==> config.mk <==
export PLATFORM = sky130hd
export DESIGN_NAME = dmi_jtag_dr
export DESIGN_NICKNAME = d
export VERILOG_FILES = /design/src/rtl/dm_pkg.sv /design/src/rtl/dmi_jtag_dr.sv
export SDC_FILE = /design/constraint.sdc
export NUM_CORES = 1
export LEC_CHECK = 0
export ABC_AREA = 1
export BUFFER_PORTS_ARGS = -buffer_cell sky130_fd_sc_hd__buf_2
export CAP_MARGIN = 20
export CORE_ASPECT_RATIO = 2
export CORE_UTILIZATION = 40
export CTS_CLUSTER_SIZE = 12
export DETAILED_ROUTE_END_ITERATION = 8
export PLACE_DENSITY = 0.71
export RECOVER_POWER = 100
export SYNTH_ARGS = -nofsm -noshare
export SYNTH_HDL_FRONTEND = slang
export SYNTH_SLANG_ARGS = --single-unit
==> constraint.sdc <==
create_clock -name tck_i -period 1.1 [get_ports tck_i]
set_input_delay 0.22 -clock tck_i [delete_from_list [all_inputs] [get_ports tck_i]]
set_output_delay 0.22 -clock tck_i [all_outputs]
set_load 0.05 [all_outputs]
==> src/rtl/dm_pkg.sv <==
// dm_pkg: shared debug-module interface types for the DTM and debug module
package dm_pkg;

    localparam int unsigned DmiAddrWidth = 7;

    typedef enum logic [1:0] {
        DTM_NOP   = 2'd0,
        DTM_READ  = 2'd1,
        DTM_WRITE = 2'd2
    } dtm_op_e;

    typedef enum logic [1:0] {
        DTM_SUCCESS = 2'd0,
        DTM_ERR     = 2'd1,
        DTM_FAILED  = 2'd2,
        DTM_BUSY    = 2'd3
    } dtm_op_status_e;

    typedef struct packed {
        logic [DmiAddrWidth-1:0] addr;
        dtm_op_e                 op;
        logic [31:0]             data;
    } dmi_req_t;

    typedef struct packed {
        logic [31:0] data;
        logic [1:0]  resp;
    } dmi_resp_t;

endpackage

==> src/rtl/dmi_jtag_dr.sv <==
// dmi_jtag_dr: DMI access data register turning each DR scan into one DMI transaction
module dmi_jtag_dr
    import dm_pkg::*;
#(
    parameter int unsigned AddrWidth = DmiAddrWidth,
    parameter int unsigned DrWidth   = AddrWidth + 34
) (
    input  logic                 tck_i,
    input  logic                 trst_ni,
    input  logic                 test_logic_reset_i,
    input  logic                 dmi_access_i,
    input  logic                 capture_dr_i,
    input  logic                 shift_dr_i,
    input  logic                 update_dr_i,
    input  logic                 dmi_tdi_i,
    output logic                 dmi_tdo_o,
    input  logic                 dmi_reset_i,
    output dtm_op_status_e       dmi_error_o,
    output logic                 dmi_req_valid_o,
    input  logic                 dmi_req_ready_i,
    output dmi_req_t             dmi_req_o,
    input  logic                 dmi_resp_valid_i,
    output logic                 dmi_resp_ready_o,
    input  dmi_resp_t            dmi_resp_i
);

    typedef enum logic [2:0] {Idle, Read, WaitRead, Write, WaitWrite} state_e;

    state_e               state_q, state_d;
    logic [DrWidth-1:0]   dr_q, dr_d;
    logic [AddrWidth-1:0] addr_q, addr_d;
    logic [31:0]          data_q, data_d;
    dtm_op_status_e       error_q, error_d, status;
    logic                 set_busy, set_failed;

    assign dmi_tdo_o   = dr_q[0];
    assign dmi_error_o = error_q;
    assign status      = error_q != DTM_SUCCESS ? error_q : state_q != Idle ? DTM_BUSY : DTM_SUCCESS;

    // next-state: transaction FSM, scan strobes and sticky error (first error wins, dmireset wins over all)
    always_comb begin
        state_d          = state_q;
        dr_d             = dr_q;
        addr_d           = addr_q;
        data_d           = data_q;
        set_busy         = 1'b0;
        set_failed       = 1'b0;
        dmi_req_valid_o  = state_q == Read || state_q == Write;
        dmi_resp_ready_o = !dmi_req_valid_o;
        dmi_req_o.addr   = addr_q;
        dmi_req_o.op     = state_q == Read ? DTM_READ : state_q == Write ? DTM_WRITE : DTM_NOP;
        dmi_req_o.data   = data_q;
        case (state_q)
            Read:  if (dmi_req_ready_i) state_d = WaitRead;
            Write: if (dmi_req_ready_i) state_d = WaitWrite;
            WaitRead, WaitWrite: begin
                if (dmi_resp_valid_i) begin
                    state_d    = Idle;
                    set_failed = dmi_resp_i.resp != 2'd0;
                    if (state_q == WaitRead) data_d = dmi_resp_i.data;
                end
            end
            default: ;
        endcase
        if (dmi_access_i) begin
            if (capture_dr_i) begin
                dr_d     = {addr_q, data_q, status};
                set_busy = state_q != Idle;
            end else if (shift_dr_i) begin
                dr_d = {dmi_tdi_i, dr_q[DrWidth-1:1]};
            end else if (update_dr_i) begin
                if (state_q != Idle) begin
                    set_busy = 1'b1;
                end else if (error_q == DTM_SUCCESS) begin
                    addr_d  = dr_q[DrWidth-1:34];
                    data_d  = dr_q[33:2];
                    state_d = dr_q[1:0] == DTM_READ ? Read : dr_q[1:0] == DTM_WRITE ? Write : Idle;
                end
            end
        end
        error_d = dmi_reset_i ? DTM_SUCCESS : error_q != DTM_SUCCESS ? error_q :
                  set_failed ? DTM_FAILED : set_busy ? DTM_BUSY : DTM_SUCCESS;
    end

    // state registers; TAP reset abandons any outstanding request
    always_ff @(posedge tck_i) begin
        if (!trst_ni || test_logic_reset_i) begin
            state_q <= Idle;
            dr_q    <= '0;
            addr_q  <= '0;
            data_q  <= '0;
            error_q <= DTM_SUCCESS;
        end else begin
            state_q <= state_d;
            dr_q    <= dr_d;
            addr_q  <= addr_d;
            data_q  <= data_d;
            error_q <= error_d;
        end
    end

endmodule
==> impl_metrics.ini <==
[floorplan]
initial_core_util_pct = 40.9
dieArea_sq_mm = 0.0112
core.rowCount = 53
die_h_um = 148
die_x_um = 75.2
core_area_sq_mm = 0.0105
boundaryPins = 91

[grt]
grt_max_degree = 35
grt_overflow_total = 0
grt_usage_pct = 25.0
use_met1_pct = 27.1
grt_busiest_layer = met2
grt_use_met3_pct = 4.47
met2_usage_pct = 44.8
grt_pass1_vias = 4479
antenna_found_initial = 0
grt_pass1_wl_um = 21200

[logic_synthesis]
netlist_instances = 636
synthesis.area_sq_mm = 0.00429
synth_commonest_cells = nand2_1 (187), dfxtp_1 (85), nor2_1 (69)
synth.most_common_cell = nand2_1
syn-num-nets = 682
dominantRegCellSynth = dfxtp_1
synth_seq_cells = 85
synth-seq-area-share_pct = 39.7
synth_area_leaders = dfxtp_1 (40%), nand2_1 (16%), o21ai_0 (7.8%)
syn_area_per_cell_sq_um = 6.74
synthArstFlopShare_pct = 0
synth_warnings = 0
synth_cell_types = 29
synth_edf_count = 0
yosysTopAreaCell = dfxtp_1
synth_top_cell_area_share_pct = 39.7

[clocking]
cts_tree = done
max-clock-path-buffers = 2
cts_buffers = 9
clock-sinks = 85
ctsHoldBuffers = 0
cts_max_level = 3
clk_latency_ps = 340
root_buffer = clkbuf_16
path_clk_slew_ps = 60

[sta]
relSlewSlack_pct = 66.3
fin_crit_sh_pct = 137
worst_slew_pin_slew_ps = 506
hold_ws_ps = 143
setup_tns_ps = -14590
fin_ws_ps = -408
hold_viol_final = 0
finClkSkew_ps = 7.83
drv_slew = 0
max_freq_mhz = 663
setup_viol_count_final = 51
grt_setup_unrepaired = true
min_period_ps = 1510

[final_layout]
area_growth_pct = 54.7
fin_util_pct = 63.3
instances_no_fill = 901
fill_cells = 887
final_nets = 805
drive_gt1_share_pct = 41.9
diodes = 0

[worst_hold_path]
hp-start = dmi_reset_i
hp-class = input port to register

[placement]
port_buffers = 90
dp_hpwl_um = 7940
place_inst = 858
place_congestion = 0.846

[detailed_routing]
drcViolationCount = 0
avgRoutedWirePerCell_um = 15.1
ant_nets = 0
avgViaCountPerCell = 5.16
drt-initial-drc-count = 294
dr.pass1.iters = 5
dr_total_vias = 4653
finalWirelength_um = 13600

[status]
outcome = finished with violations
violations = negative setup slack

[critical_path]
worstPathArrival_ps = 1740
crit_type = register to register
critical_path.max_fanout = 8
start_kind = register
endpoint_kind = register
critPathLaunch = state_q[0]
required_ps = 1330
reg2reg_from = state_q[0]

[pwr]
peakVddDrop_mv = 1.01
power.total_mw = 7.38
p_leak_nw = 2.68
power_density_mw_per_mm2 = 1110

[run]
cap_viol_max_count = 0
-- final cells by class --
| class | count | area (sq um) | area share (%) |
|---|---|---|---|
| sequential | 85 | 1800 | 27.2 |
| clock buffer | 11 | 264 | 3.98 |
| timing repair buffer | 151 | 1640 | 24.7 |
| clock inverter | 5 | 56.3 | 0.850 |
| tap | 137 | 171 | 2.59 |
| multi-input combinational | 463 | 2490 | 37.6 |
| inverter | 49 | 203 | 3.06 |
-- final timing paths --
path	end	slack, ps	depth (start not counted)
max	data_q[6]	-410	9
min	dmi_error_o[0]	140	4
max reg2reg	data_q[6]	-410	9
min reg2reg	dr_q[17]	470	2
-- report_power, final --
group          internal (mW)  switching, mW
logic                  0.406          0.587
registers               3.12         0.0532
clock network           1.95           1.25
-- layout by cell type, fill, tap and decap left out, types with 2 or more instances in the layout --
cell          n
buf_8        22
a21oi_1      35
clkinv_2      2
o21ai_0      65
dfxtp_4      17
nor2_2       27
nand3_4       3
dfxtp_2      28
buf_12       17
nand3_2       7
dfxtp_1      40
nand2_1     156
buf_2        44
nor2_8        2
a31oi_1       9
buf_6        34
clkinvlp_4    2
nand3_1      31
clkbuf_16    11
nand2_8       4
nor2_4       20
nand2_2      31
buf_4        23
inv_2         2
buf_16        4
o21ai_1      15
nor2_1       47
nand2_4       5
clkbuf_2      3
inv_1        43
-- metrics by stage --
| stage | setup slack (ps) | area, sq um |
|---|---|---|
| 2_1_floorplan | -704 | 4350 |
| 6_report | -408 | 6630 |
| 5_1_grt | -451 | 6630 |
| 3_3_place_gp | -218 | 5140 |
| 3_5_place_dp | -245 | 5140 |
| 4_1_cts | -389 | 6400 |
-- critical path, cell delays in order, from the launching register on --
cell     delay [ps]
dfxtp_4         360
buf_4           150
nor2_8          200
buf_12          130
buf_12          110
nand2_8          90
nand2_1          90
nand2_1          60
nor2_1          120
nor2_1           60
-- logic make-up after synthesis --
kind of cell               synth area share [%]
DFF                                        39.7
buffers and inverters                      10.8
AOI/OAI and AO/OA                          15.2
and+or+nand+nor                            34.1
adders and majority gates                 0.292
-- state kept, by name, summed over array words and instances (netlist names) --
signal / cells
state_q: 3
dr_q: 41
dmi_error_o: 2
addr_q: 7
data_q: 32
-- layer usage --
layer  vias to the layer above  wire (um)  share of wire [%]
met4                         0        491                3.6
met1                      2202       4910                 36
met5                         -          0                  0
li1                       2272          -                  -
met3                        33        639                4.7
met2                       146       7560                 56
-- timing repair --
action                     CTS  global route
pin swaps                   25            13
hold endpoints to repair     0             0
buffers inserted            17             8
gates cloned                 8             1
setup endpoints to repair   90            66
resized for setup          205            68
Power figures use the tool's default switching activity.
